### src/rtl/spi_master.sv
// SPI mode-0 master: one WIDTH-bit word per frame, MSB first,
// with chip-select framing and a start/ready handshake.
module spi_master #(
  parameter int WIDTH   = 32,
  parameter int CLK_DIV = 4,
  parameter int CS_GAP  = 2
) (
  input  logic             iCLK,
  input  logic             iRST,
  input  logic             iStart,
  input  logic [WIDTH-1:0] iTx_Data,
  output logic             oReady,
  output logic [WIDTH-1:0] oRx_Data,
  output logic             oRx_Valid,
  output logic             oSCLK,
  output logic             oCS_N,
  output logic             oMOSI,
  input  logic             iMISO
);

  localparam int DMAX = (CLK_DIV > CS_GAP) ? CLK_DIV : CS_GAP;
  localparam int DW   = $clog2(DMAX);
  localparam int BW   = $clog2(WIDTH + 1);

  typedef enum logic [2:0] {
    S_IDLE,
    S_SETUP,
    S_HIGH,
    S_LOW,
    S_HOLD,
    S_GAP
  } state_t;

  state_t           r_state;
  state_t           w_next;
  logic [DW-1:0]    r_div;
  logic [BW-1:0]    r_bits;
  // bits still to send after the one on oMOSI, left-aligned
  logic [WIDTH-1:0] r_tx;
  logic [WIDTH-1:0] r_rx;

  logic w_div_done;
  logic w_gap_done;
  logic w_accept;
  logic w_enter_high;
  logic w_enter_low;
  logic w_done;
  logic w_frame;
  logic w_mosi;

  assign w_div_done = (r_div == DW'(CLK_DIV - 1));
  assign w_gap_done = (r_div == DW'(CS_GAP - 1));

  // next-state decode
  always_comb begin
    w_next = r_state;
    unique case (r_state)
      S_IDLE:  if (iStart) w_next = S_SETUP;
      S_SETUP: if (w_div_done) w_next = S_HIGH;
      S_HIGH:
        if (w_div_done)
          w_next = (r_bits == BW'(WIDTH)) ? S_HOLD : S_LOW;
      S_LOW:   if (w_div_done) w_next = S_HIGH;
      S_HOLD:  if (w_div_done) w_next = S_GAP;
      S_GAP:   if (w_gap_done) w_next = S_IDLE;
      default: w_next = S_IDLE;
    endcase
  end

  // transition events and next registered output values
  always_comb begin
    w_accept     = (r_state == S_IDLE) && iStart;
    w_enter_high = (w_next == S_HIGH) && (r_state != S_HIGH);
    w_enter_low  = (w_next == S_LOW) && (r_state != S_LOW);
    w_done       = (r_state == S_HOLD) && (w_next == S_GAP);
    w_frame      = (w_next == S_SETUP) || (w_next == S_HIGH) ||
                   (w_next == S_LOW) || (w_next == S_HOLD);
    w_mosi       = oMOSI;
    if (!w_frame)
      w_mosi = 1'b0;
    else if (w_accept)
      w_mosi = iTx_Data[WIDTH-1];
    else if (w_enter_low)
      w_mosi = r_tx[WIDTH-1];
  end

  // state register
  always_ff @(posedge iCLK) begin
    if (iRST) r_state <= S_IDLE;
    else      r_state <= w_next;
  end

  // divider restarts on every state change
  always_ff @(posedge iCLK) begin
    if (iRST || (w_next != r_state)) r_div <= '0;
    else                             r_div <= r_div + 1'b1;
  end

  // shift registers and bit counter
  always_ff @(posedge iCLK) begin
    if (iRST) begin
      r_tx   <= '0;
      r_rx   <= '0;
      r_bits <= '0;
    end else begin
      if (w_accept) begin
        r_tx   <= {iTx_Data[WIDTH-2:0], 1'b0};
        r_bits <= '0;
      end
      if (w_enter_high) begin
        r_rx   <= {r_rx[WIDTH-2:0], iMISO};
        r_bits <= r_bits + 1'b1;
      end
      if (w_enter_low)
        r_tx <= {r_tx[WIDTH-2:0], 1'b0};
    end
  end

  // registered outputs track the state being entered
  always_ff @(posedge iCLK) begin
    if (iRST) begin
      oReady    <= 1'b1;
      oCS_N     <= 1'b1;
      oSCLK     <= 1'b0;
      oMOSI     <= 1'b0;
      oRx_Valid <= 1'b0;
      oRx_Data  <= '0;
    end else begin
      oReady    <= (w_next == S_IDLE);
      oCS_N     <= !w_frame;
      oSCLK     <= (w_next == S_HIGH);
      oMOSI     <= w_mosi;
      oRx_Valid <= w_done;
      if (w_done) oRx_Data <= r_rx;
    end
  end

endmodule

### config.mk
export PLATFORM = sky130hd
export DESIGN_NAME = spi_master
export DESIGN_NICKNAME = d
export VERILOG_FILES = /design/src/rtl/spi_master.sv
export SDC_FILE = /design/constraint.sdc
export NUM_CORES = 1
export LEC_CHECK = 0
export ABC_CLOCK_PERIOD_IN_PS = 2600
export CORE_UTILIZATION = 40
export CTS_BUF_LIST = sky130_fd_sc_hd__clkbuf_4 sky130_fd_sc_hd__clkbuf_8 sky130_fd_sc_hd__clkbuf_16
export CTS_CLUSTER_SIZE = 30
export DETAILED_ROUTE_END_ITERATION = 6
export PLACE_DENSITY_LB_ADDON = 0.3
export SYNTH_ARGS = -nofsm -noshare
export SYNTH_HDL_FRONTEND = slang
export SYNTH_SLANG_ARGS = --single-unit
### constraint.sdc
create_clock -name iCLK -period 2.6 [get_ports iCLK]
set_clock_uncertainty 0.05 [all_clocks]
set_input_delay 0.65 -clock iCLK [delete_from_list [all_inputs] [get_ports iCLK]]
set_output_delay 0.65 -clock iCLK [all_outputs]
set_load 0.05 [all_outputs]
Word-level counts from Yosys, hierarchy flattened --
Index checks and enable logic that the tools add are counted.
Word-level totals: output and inout bits 37, flip-flop bits (word level) 111, word-level logic and storage cells 58
Operators by class: bitwise operators 1, reductions and logical operators 15, $add $sub $neg 2, equal/unequal tests 16, mux-type cells 13
Operators by type and width (number):
- $mux 32 | 2
- $mux 3 | 6
- $pmux 3 s5 | 1
- $eq 3x2->1 const B | 4
- $eq 3x3->1 const B | 4
- $mux 6 | 2
- $add 6x1->6 const B | 1
- $eq 3x1->1 const B | 2
- $eq 6x6->1 const B | 1
- $logic_not 3->1 | 2
- $ne 3x2->1 const B | 2
- $logic_and 1x1->1 | 4
- $logic_or 1x1->1 | 4
- $reduce_bool 2->1 | 2
- $reduce_or 2->1 | 2
- $ne 3x3->1 | 1
- $add 2x1->2 const B | 1
- $eq 2x1->1 const B | 1
- $eq 2x2->1 const B | 1
- $mux 1 | 2
- $logic_not 1->1 | 1
- $not 1->1 | 1

Depth between registers and ports, before layout --
Gate-level depths: netlist (run 1).
depth after elaboration 10, mapped depth 7

Worst setup path after synthesis (run 1) --
Ideal clock, no wire load.
path type input to register, from input iRST, to register r_tx[20], slack 0.751 ns, setup time 0.146 ns, arrival time 1.653 ns, cell stages on the path 4, cell sequence clkbuf_1 clkbuf_1 clkbuf_1 a211oi_2
RTL lines:
- start: declaration | line 9 | input logic iRST,
- end signal: assignment | line 107 | r_tx <= {iTx_Data[WIDTH-2:0], 1'b0};
- end signal: assignment | line 115 | r_tx <= {r_tx[WIDTH-2:0], 1'b0};
- end: declaration | line 39 | logic [WIDTH-1:0] r_tx;
No word-level cell between the ends.

Final worst setup path (run 1) --
from register oRx_Data[12], to output oRx_Data[12]
RTL lines:
- start: declaration | line 13 | output logic [WIDTH-1:0] oRx_Data,
- start signal: assignment | line 134 | if (w_done) oRx_Data <= r_rx;
No word-level cell between the ends.

==> results of run 1 <==
[layout by cell type, fill, tap and decap left out, types with 2 or more instances in the layout]
cell type | synthesis | routed
sky130_fd_sc_hd__or2_1 | 2 | 2
sky130_fd_sc_hd__bufinv_16 | 0 | 2
sky130_fd_sc_hd__nand2b_1 | 3 | 3
sky130_fd_sc_hd__o21ai_0 | 7 | 7
sky130_fd_sc_hd__ha_1 | 4 | 4
sky130_fd_sc_hd__nor2_2 | 0 | 2
sky130_fd_sc_hd__a211oi_2 | 30 | 30
sky130_fd_sc_hd__clkbuf_16 | 0 | 9
sky130_fd_sc_hd__buf_12 | 0 | 2
sky130_fd_sc_hd__clkinv_4 | 0 | 2
sky130_fd_sc_hd__nor4_1 | 2 | 2
sky130_fd_sc_hd__nand3_1 | 3 | 3
sky130_fd_sc_hd__nand2_1 | 132 | 132
sky130_fd_sc_hd__nor2_1 | 43 | 41
sky130_fd_sc_hd__dfxtp_1 | 111 | 111
sky130_fd_sc_hd__clkdlybuf4s50_1 | 0 | 71
sky130_fd_sc_hd__nor4b_4 | 1 | 2
sky130_fd_sc_hd__or2_2 | 2 | 2
sky130_fd_sc_hd__a21oi_1 | 72 | 72
sky130_fd_sc_hd__nor3_1 | 3 | 3
sky130_fd_sc_hd__inv_1 | 7 | 7
sky130_fd_sc_hd__a211oi_1 | 2 | 2
sky130_fd_sc_hd__mux2i_1 | 31 | 31
sky130_fd_sc_hd__buf_4 | 7 | 6
[power breakdown]
group          total (mW)  switching, mW  leakage, nW  internal [mW]
Combinational       0.256          0.122        0.920          0.133
Sequential           1.76         0.0229        0.900           1.74
Clock                1.51          0.639        0.165          0.875
Total                3.53          0.784         1.99           2.75
[cell type report]
cell class                      instances  area [µm²]
Multi-Input combinational cell        358        2140
Clock inverter                          6         105
Inverter                                7        26.3
Fill cell                            1052        5330
Tap cell                              140         175
Timing Repair Buffer                   79         796
Clock buffer                           10         233
Sequential cell                       111        2220
[cells by family after synthesis]
logic type | count (synthesis) | share of synthesized area
buffers and inverters | 48 | 0.0536
AND/OR/NAND/NOR | 200 | 0.185
adder cells (fa/ha/maj) | 4 | 0.0109
multiplexers | 32 | 0.0699
flip-flops | 111 | 0.483
AO/OA/AOI/OAI | 122 | 0.197
[worst reg2reg max path: cells and delay by family (launching register included)]
kind / cells / cell delay, ns
and+or+nand+nor: 2 / 0.30
DFF: 1 / 0.62
AOI/OAI and AO/OA: 3 / 0.86
[registers in the layout, summed over array words and instances, names as in the netlist, 2 cells and up]
register,cells
r_state,3
oRx_Data,32
r_div,2
r_bits,6
r_rx,32
r_tx,31
[layer usage]
metal / track usage / share of wire / vias up
met5: 0 / 0 / -
met4: 0.0419 / 0.0095 / 0
met3: 0.0329 / 0.053 / 11
met2: 0.278 / 0.47 / 74
met1: 0.185 / 0.47 / 1685
li1: - / - / 1845
[worst min-delay path by stage]
stage / from / end / slack (ns) / cells past startpoint
4_1_cts: r_rx[31]$_SDFFE_PP0P_ / r_rx[31]$_SDFFE_PP0P_ / 0.41 / 2
2_1_floorplan: r_rx[31]$_SDFFE_PP0P_ / oRx_Data[31]$_SDFFE_PP0P_ / 0.38 / 2
5_1_grt: oRx_Data[17]$_SDFFE_PP0P_ / oRx_Data[17]$_SDFFE_PP0P_ / 0.43 / 2
3_3_place_gp: r_rx[31]$_SDFFE_PP0P_ / oRx_Data[31]$_SDFFE_PP0P_ / 0.39 / 2
6_report: oRx_Data[18]$_SDFFE_PP0P_ / oRx_Data[18]$_SDFFE_PP0P_ / 0.41 / 2
3_5_place_dp: r_rx[31]$_SDFFE_PP0P_ / r_rx[31]$_SDFFE_PP0P_ / 0.40 / 2
==> qor.json, run 1 <==
{
  "firstDrtPassIters": 4,
  "overflow": 0,
  "final.hold.worst_slack_ns": 0.406,
  "number_of_cells_in_the_finished_layout_apart_from_fillers": 711,
  "synth.area.top_cells": "sky130_fd_sc_hd__dfxtp_1, sky130_fd_sc_hd__nand2_1, sky130_fd_sc_hd__a211oi_2",
  "total_leakage_power_nw": 1.99,
  "number_of_setup_buffers_added_after_cts": 0,
  "die_area_mm2": 0.0119,
  "timing.max_cap.violations": 0,
  "worstSetupStartpointType": "register",
  "die_x_um": 109,
  "number_of_routed_nets_with_antenna_violations": 0,
  "clockBufferDepth": 2,
  "post_cts_resized": 0,
  "detail_route.vias_per_cell": 5.08,
  "setup.reg_to_reg.worst_slack_ns": 0.66,
  "critPathArrivalTime_ns": 1.50,
  "synth_flop_cell": "sky130_fd_sc_hd__dfxtp_1",
  "die_height_um": 109,
  "cts_tree": "built",
  "cts_inserted_buffers": 9,
  "synth_cell_types": 43,
  "drt-wirelength-per-cell_um": 12.6,
  "fin_area_mm2": 0.00570,
  "timing_worst_setup_path_type": "register to output pin",
  "clock_period_minus_final_worst_setup_slack_ns": 2.20,
  "final_core_occ": 0.517,
  "slew_hr": 0.574,
  "antenna_cells": 0,
  "postSynthCellCount": 517,
  "drc": 0,
  "first_pass_grt_wire_length_um": 15000,
  "dr.first_iter.drc_count": 133,
  "dpl_cell_area_mm2": 0.00536,
  "antenna_found_initial": 0,
  "synth_enable_flop_cells": 0,
  "clock.fmax_ghz": 0.455,
  "synth-seq-cells": 111,
  "synth.net_count": 557,
  "ctsHoldBuffers": 0,
  "post-route-worst-setup-slack_ns": 0.402,
  "synth_top_area_share": 0.483,
  "nets": 606,
  "cts-root-buf": "sky130_fd_sc_hd__clkbuf_16",
  "synth_area_mm2": 0.00460,
  "yosysSeqAreaShare": 0.483,
  "crit_path_start": "oRx_Data[12]$_SDFFE_PP0P_",
  "worst-path-buf-inv": 1,
  "place_hpwl_um": 5760,
  "synth-warning-count": 0,
  "reg2reg_from": "r_state[2]$_SDFF_PP0_",
  "setup_violations": 0,
  "synth_common_cells": "sky130_fd_sc_hd__nand2_1, sky130_fd_sc_hd__dfxtp_1, sky130_fd_sc_hd__a21oi_1",
  "critical_path.slowest_cell": "sky130_fd_sc_hd__clkdlybuf4s50_1",
  "fin_crit_sh": 0.845,
  "worst_r2r_endpoint": "oMOSI$_SDFFE_PP0P_",
  "worstRegToRegCells": 5,
  "status": "complete, no violations",
  "via_count": 3615,
  "clk_pin_slew_ns": 0.08,
  "cp-end-kind": "output pin",
  "post_route_cells_drive_above_1_share": 0.121,
  "synth.largest_area_cell": "sky130_fd_sc_hd__dfxtp_1",
  "clk-insertion-delay-late_ns": 0.34,
  "power-per-cell-area_mw_per_mm2": 619,
  "cp_max_fo": 2,
  "vdd_drop_max_v": 0.000443,
  "max_slew.worst_pin.slew_ns": 0.639,
  "cpLargestDelayFamily": "buffers and inverters",
  "cts-htree-levels": 3,
  "grt_max_degree": 62,
  "worstSetupEndpoint": "oRx_Data[12]",
  "areaGrowthSynthToFinish_pct": 24.0,
  "post-synth-top-count-cell": "sky130_fd_sc_hd__nand2_1",
  "hold_violations": 0,
  "buffer_ports.inserted": 72,
  "share_of_synthesized_registers_carrying_an_async_set_or_reset": 0,
  "start_util": 0.417,
  "core_mm2": 0.0110,
  "rsz0062_at_grt": "no",
  "setup_slack_at_placement_ns": 0.203,
  "place.gp.congestion": 0.758,
  "dpl.cell_count": 695,
  "io_pins": 73,
  "cpPeakStageDelay_ns": 0.83,
  "type_of_the_most_critical_hold_path": "register to register",
  "number_of_global_route_vias_before_repair": 3375,
  "drt-total-wl_um": 8950,
  "tns_ns": 0,
  "worstSetupPathDepth": 1,
  "report.power.total_mw": 3.53,
  "postSynthAreaPerCell_um2": 8.89,
  "rows": 38,
  "cell_chain_of_the_critical_path": "clkdlybuf4s50_1",
  "cts_num_sinks": 111,
  "globalRouteTotalUtil": 0.155,
  "critical_path_required_time_ns": 1.90,
  "max_slew_violation_count": 0
}
No activity file was read; power rests on OpenSTA's default activity.
==> run 2: changes to the inputs <==
Settings changed: ABC_CLOCK_PERIOD_IN_PS 2600 to 2200.
Clock period 2.6 ns to 2.2 ns, I/O delays scaled along.
==> qor.json, run 2 (synthesized netlist as in run 1, its figures left out) <==
{
  "status": {"value": "complete, no violations", "change": "unchanged"},
  "cpPeakStageDelay": {"value": 0.81, "unit": "ns", "change": "was 0.83 ns"},
  "timing_worst_setup_path_type": {"value": "register to output pin", "change": "unchanged"},
  "place.gp.congestion": {"value": 0.785, "change": "was 0.758"},
  "number_of_routed_nets_with_antenna_violations": {"value": 0, "change": "unchanged"},
  "firstDrtPassIters": {"value": 5, "change": "was 4"},
  "final_cell_mix": {"value": "sky130_fd_sc_hd__nand2_1, sky130_fd_sc_hd__dfxtp_1, sky130_fd_sc_hd__a21oi_1", "change": "unchanged"},
  "worstRegToRegCells": {"value": 6, "change": "was 5"},
  "start_util": {"value": 0.417, "change": "unchanged"},
  "place_hpwl": {"value": 5730, "unit": "µm", "change": "was 5760 µm"},
  "clk_pin_slew": {"value": 0.08, "unit": "ns", "change": "about the same"},
  "worstSetupStartpointType": {"value": "register", "change": "unchanged"},
  "critical_path_required_time": {"value": 1.60, "unit": "ns", "change": "was 1.90 ns"},
  "rsz0062_at_grt": {"value": "no", "change": "unchanged"},
  "setup.reg_to_reg.worst_slack": {"value": 0.21, "unit": "ns", "change": "was 0.66 ns"},
  "multiInputGateArea": {"value": 0.00214, "unit": "mm²", "change": "unchanged"},
  "globalRouteTotalUtil": {"value": 0.155, "change": "about the same"},
  "die_height": {"value": 109, "unit": "µm", "change": "unchanged"},
  "drt-wirelength-per-cell": {"value": 12.4, "unit": "µm", "change": "was 12.6 µm"},
  "worst_r2r_endpoint": {"value": "r_tx[14]$_SDFFE_PP0P_", "change": "was oMOSI$_SDFFE_PP0P_"},
  "timing.max_cap.violations": {"value": 0, "change": "unchanged"},
  "number_of_fill_cells_in_the_layout": {"value": 1081, "change": "was 1052"},
  "setup_violations": {"value": 0, "change": "unchanged"},
  "drt-total-wl": {"value": 8890, "unit": "µm", "change": "was 8950 µm"},
  "grt_max_degree": {"value": 68, "change": "was 62"},
  "cpLargestDelayFamily": {"value": "buffers and inverters", "change": "unchanged"},
  "clock_period_minus_final_worst_setup_slack_ns": 2.10,
  "vdd_drop_max": {"value": 0.000441, "unit": "V", "change": "was 0.000443 V"},
  "cts_inserted_buffers": {"value": 9, "change": "unchanged"},
  "worst-path-buf-inv": {"value": 1, "change": "unchanged"},
  "slew_hr": {"value": 0.557, "change": "was 0.574"},
  "total_leakage_power": {"value": 1.98, "unit": "nW", "change": "was 1.99 nW"},
  "die_area": {"value": 0.0119, "unit": "mm²", "change": "unchanged"},
  "die_x": {"value": 109, "unit": "µm", "change": "unchanged"},
  "via_count": {"value": 3585, "change": "was 3615"},
  "worst_hold_start": {"value": "oRx_Data[11]$_SDFFE_PP0P_", "change": "was oRx_Data[18]$_SDFFE_PP0P_"},
  "buffer_ports.inserted": {"value": 72, "change": "unchanged"},
  "cts_num_sinks": {"value": 111, "change": "unchanged"},
  "number_of_global_route_vias_before_repair": {"value": 3463, "change": "was 3375"},
  "ctsHoldBuffers": {"value": 0, "change": "unchanged"},
  "cts_tree": {"value": "built", "change": "unchanged"},
  "tns": {"value": 0, "unit": "ns", "change": "unchanged"},
  "critPathArrivalTime": {"value": 1.50, "unit": "ns", "change": "about the same"},
  "hold-path-endpoint": {"value": "oRx_Data[11]$_SDFFE_PP0P_", "change": "was oRx_Data[18]$_SDFFE_PP0P_"},
  "post_cts_resized": {"value": 0, "change": "unchanged"},
  "final.hold.worst_slack": {"value": 0.404, "unit": "ns", "change": "was 0.406 ns"},
  "clockBufferDepth": {"value": 2, "change": "unchanged"},
  "fin_crit_sh": 0.954,
  "core": {"value": 0.0110, "unit": "mm²", "change": "unchanged"},
  "layout.cells.most_common": {"value": "sky130_fd_sc_hd__nand2_1", "change": "unchanged"},
  "largest_registers": {"value": "oRx_Data x32, r_rx x32, r_tx x31", "change": "unchanged"},
  "detail_route.vias_per_cell": {"value": 5.02, "change": "was 5.08"},
  "post_route_cells_drive_above_1_share": {"value": 0.125, "change": "was 0.121"},
  "sequential_cell_area": {"value": 0.00222, "unit": "mm²", "change": "unchanged"},
  "worstHoldPathCells": {"value": 2, "change": "unchanged"},
  "number_of_setup_buffers_added_after_cts": {"value": 0, "change": "unchanged"},
  "rows": {"value": 38, "change": "unchanged"},
  "cts-htree-levels": {"value": 3, "change": "unchanged"},
  "areaGrowthSynthToFinish": {"value": 24.2, "unit": "%", "change": "was 24.0%"},
  "reg2reg_from": {"value": "r_div[0]$_SDFF_PP0_", "change": "was r_state[2]$_SDFF_PP0_"},
  "type_of_the_most_critical_hold_path": {"value": "register to register", "change": "unchanged"},
  "nets": {"value": 609, "change": "was 606"},
  "cp-end-kind": {"value": "output pin", "change": "unchanged"},
  "drc": {"value": 0, "change": "unchanged"},
  "clock.fmax_ghz": 0.476,
  "antenna_cells": {"value": 0, "change": "unchanged"},
  "hold_violations": {"value": 0, "change": "unchanged"},
  "cell_chain_of_the_critical_path": {"value": "clkdlybuf4s50_1", "change": "unchanged"},
  "max_slew_violation_count": {"value": 0, "change": "unchanged"},
  "antenna_found_initial": {"value": 0, "change": "unchanged"},
  "clk-insertion-delay-late": {"value": 0.33, "unit": "ns", "change": "was 0.34 ns"},
  "overflow": {"value": 0, "change": "unchanged"},
  "io_pins": {"value": 73, "change": "unchanged"},
  "first_pass_grt_wire_length": {"value": 15100, "unit": "µm", "change": "was 15000 µm"},
  "power-per-cell-area": {"value": 691, "unit": "mW/mm²", "change": "was 619 mW/mm²"},
  "dr.first_iter.drc_count": {"value": 133, "change": "unchanged"},
  "cp_max_fo": {"value": 2, "change": "unchanged"},
  "cts-root-buf": {"value": "sky130_fd_sc_hd__clkbuf_16", "change": "unchanged"},
  "critical_path.slowest_cell": {"value": "sky130_fd_sc_hd__clkdlybuf4s50_1", "change": "unchanged"},
  "max_slew.worst_pin.slew": {"value": 0.664, "unit": "ns", "change": "was 0.639 ns"}
}
[run 2: cell count changes in the layout (fill, tap and decap cells not counted)]
cell                         before  now
sky130_fd_sc_hd__buf_12           2    5
sky130_fd_sc_hd__bufinv_16        2    0
sky130_fd_sc_hd__inv_8            1    2
sky130_fd_sc_hd__clkinv_8         1    0
sky130_fd_sc_hd__clkinvlp_4       0    2
[run 2: worst max-delay path by stage]
| stage | from | end | slack (ns) | cells after the start |
|---|---|---|---|---|
| floorplan | iRST | r_tx[20]$_SDFFE_PP0P_ | 0.45 | 4 |
| global placement | iStart | r_tx[1]$_SDFFE_PP0P_ | 0.04 | 5 |
| detailed placement | iStart | r_tx[29]$_SDFFE_PP0P_ | 0.03 | 6 |
| CTS | oRx_Data[15]$_SDFFE_PP0P_ | oRx_Data[15] | 0.08 | 1 |
| global route | oRx_Data[31]$_SDFFE_PP0P_ | oRx_Data[31] | 0.05 | 1 |
| finish | oRx_Data[15]$_SDFFE_PP0P_ | oRx_Data[15] | 0.10 | 1 |
[run 2: area by class of cell]
| type | instances | share of cell area |
|---|---|---|
| tap | 140 | 0.0307 |
| sequential | 111 | 0.389 |
| clock buffer | 10 | 0.0407 |
| timing repair buffer | 82 | 0.150 |
| multi-input combinational | 358 | 0.375 |
| clock inverter | 6 | 0.00964 |
| inverter | 7 | 0.00460 |
[run 2: per-stage QoR]
step / cell area, µm² / instances / util / worst slack, ns / power (mW)
2_1_floorplan: 4600 / 517 / - / 0.451 / 2.33
3_3_place_gp: 5420 / 698 / 0.492 / 0.0373 / 2.44
3_5_place_dp: 5420 / 698 / 0.492 / 0.0347 / 2.45
4_1_cts: 5710 / 714 / 0.518 / 0.0841 / 4.00
5_1_grt: 5710 / 714 / 0.518 / 0.0480 / 4.09
6_report: 5710 / 714 / 0.518 / 0.101 / 3.95
[run 2: routing by layer]
metal / GRT usage / vias to the layer above / wire [µm]
met3: 0.0347 / 7 / 425
met1: 0.193 / 1664 / 4240
met4: 0.0400 / 0 / 73
li1: - / 1850 / -
met2: 0.268 / 64 / 4140
met5: 0 / - / 0
[run 2: power breakdown]
| group | switching, mW | internal [mW] |
|---|---|---|
| clock network | 0.749 | 0.802 |
| registers | 0.0277 | 2.05 |
| logic | 0.145 | 0.168 |
| total | 0.921 | 3.03 |
==> edit: new RTL, config.mk and constraints of run 2 <==
Change the parameter `CLK_DIV` from 4 to 2.
--- a/src/rtl/spi_master.sv
+++ b/src/rtl/spi_master.sv
@@ -3,5 +3,5 @@
 module spi_master #(
   parameter int WIDTH   = 32,
-  parameter int CLK_DIV = 4,
+  parameter int CLK_DIV = 2,
   parameter int CS_GAP  = 2
 ) (
Function: changed (a bounded check fails within 4 cycles, from zero or initial values and one cycle with iRST high).
==> edit against run 2 <==
Power decreased by 5.7%; design area decreased by 2.8%; sequential cell count fell by 1; area after synthesis decreased by 2.1%; count of clock-buffer cells in the layout is the same; wire length rose by 1.7%; utilization down 0.78 points; setup slack lost 29 ps; clock power is 20% lower; register-to-register slack gained 120 ps; critical path type unchanged; highest routed layer unchanged.
==> edit: results (changes against run 2) <==
Clock network
The clock root buffer is clkbuf_8. The clock insertion delay at the later pin of the skew report was 370 ps (+40 ps).

GRT
The maximum number of pins on one net before global-route repair came to 60 (-12%). The via count of the first global-routing pass is 3,345 (-3.4%). The combined global-route utilization of all metal layers is 0.163 (+0.00767).

Cells and area
The number of buffers other than clock buffers in the final layout is 89 (+8.5%). The sequential cell count of the final layout is 110 (-0.90%). The fraction of standard cell area in multi-input logic was 0.368 (-0.00773). The count of fill cells added during filler insertion came to 1,017 (-5.9%). The number of nets at the end of the flow was 597 (-2.0%).

The number of ordinary inverters in the final layout was 3 (-4).

Synthesis
The fraction of the mapped netlist area in adder cells was 0.00556 (-0.00533). The fraction of the yosys area taken by sequential cells is 0.489 (+0.00590). The proportion of synthesized area in mux cells came to 0.0737 (+0.00372). The cell area after technology mapping is 4500 um^2 (-2.1%).

Power and ir drop
The cell-internal power came to 0.00281 W (-7.0%). The share of total power in the clock network was 0.334 (-0.059). The static leakage came to 2.02 nW (+1.9%).

Place
The placed instance area is 5340 um^2 (-1.6%). The total instance count after detailed placement came to 688 (-1.4%).

Route
The via count was 3,470 (-3.2%). The average routed wire per standard cell is 12.8 um (+3.2%). The number of search-and-repair iterations in the first detailed-routing pass is 4 (-1).

Critical path
The worst reg-to-reg setup slack is 330 ps (+120 ps). The endpoint of the most critical setup path is oMOSI. The endpoint identified for the worst register-to-register timing path is r_tx[8].

Min path
The startpoint identified for the worst hold timing path is oRx_Data[14].

Run status
The flow ran to the end, and the final reports show no timing, DRC or antenna violations.
==> edit: worst reg2reg max path, cell delays in order, from the launching register on <==
cell and delay [ps]:
dfxtp_1 370, inv_1 70, ha_1 130, nor4b_2 280, a21bo_2 370, buf_4 270
nor2_1 80, a211oi_2 180
==> edit: worst min path at each step <==
stage / end / cells past startpoint
3_3_place_gp: r_rx[31] / 2
6_report: oRx_Data[14] / 2
3_5_place_dp: oRx_Data[14] / 2
2_1_floorplan: oRx_Data[31] / 2
4_1_cts: oRx_Data[14] / 2
5_1_grt: r_rx[17] / 2
==> edit: routing by layer <==
layer / share of wire / track usage / vias up
met3: 0.044 / 0.0356 / 8
li1: - / - / 1799
met4: 0.014 / 0.0616 / 0
met1: 0.48 / 0.205 / 1600
met5: 0 / 0 / -
met2: 0.46 / 0.270 / 63
==> edit: timing repair <==
action | CTS | global route
gates resized for setup | 0 | 3
setup endpoints to repair | 0 | 3
endpoints found under the hold margin | 0 | 0
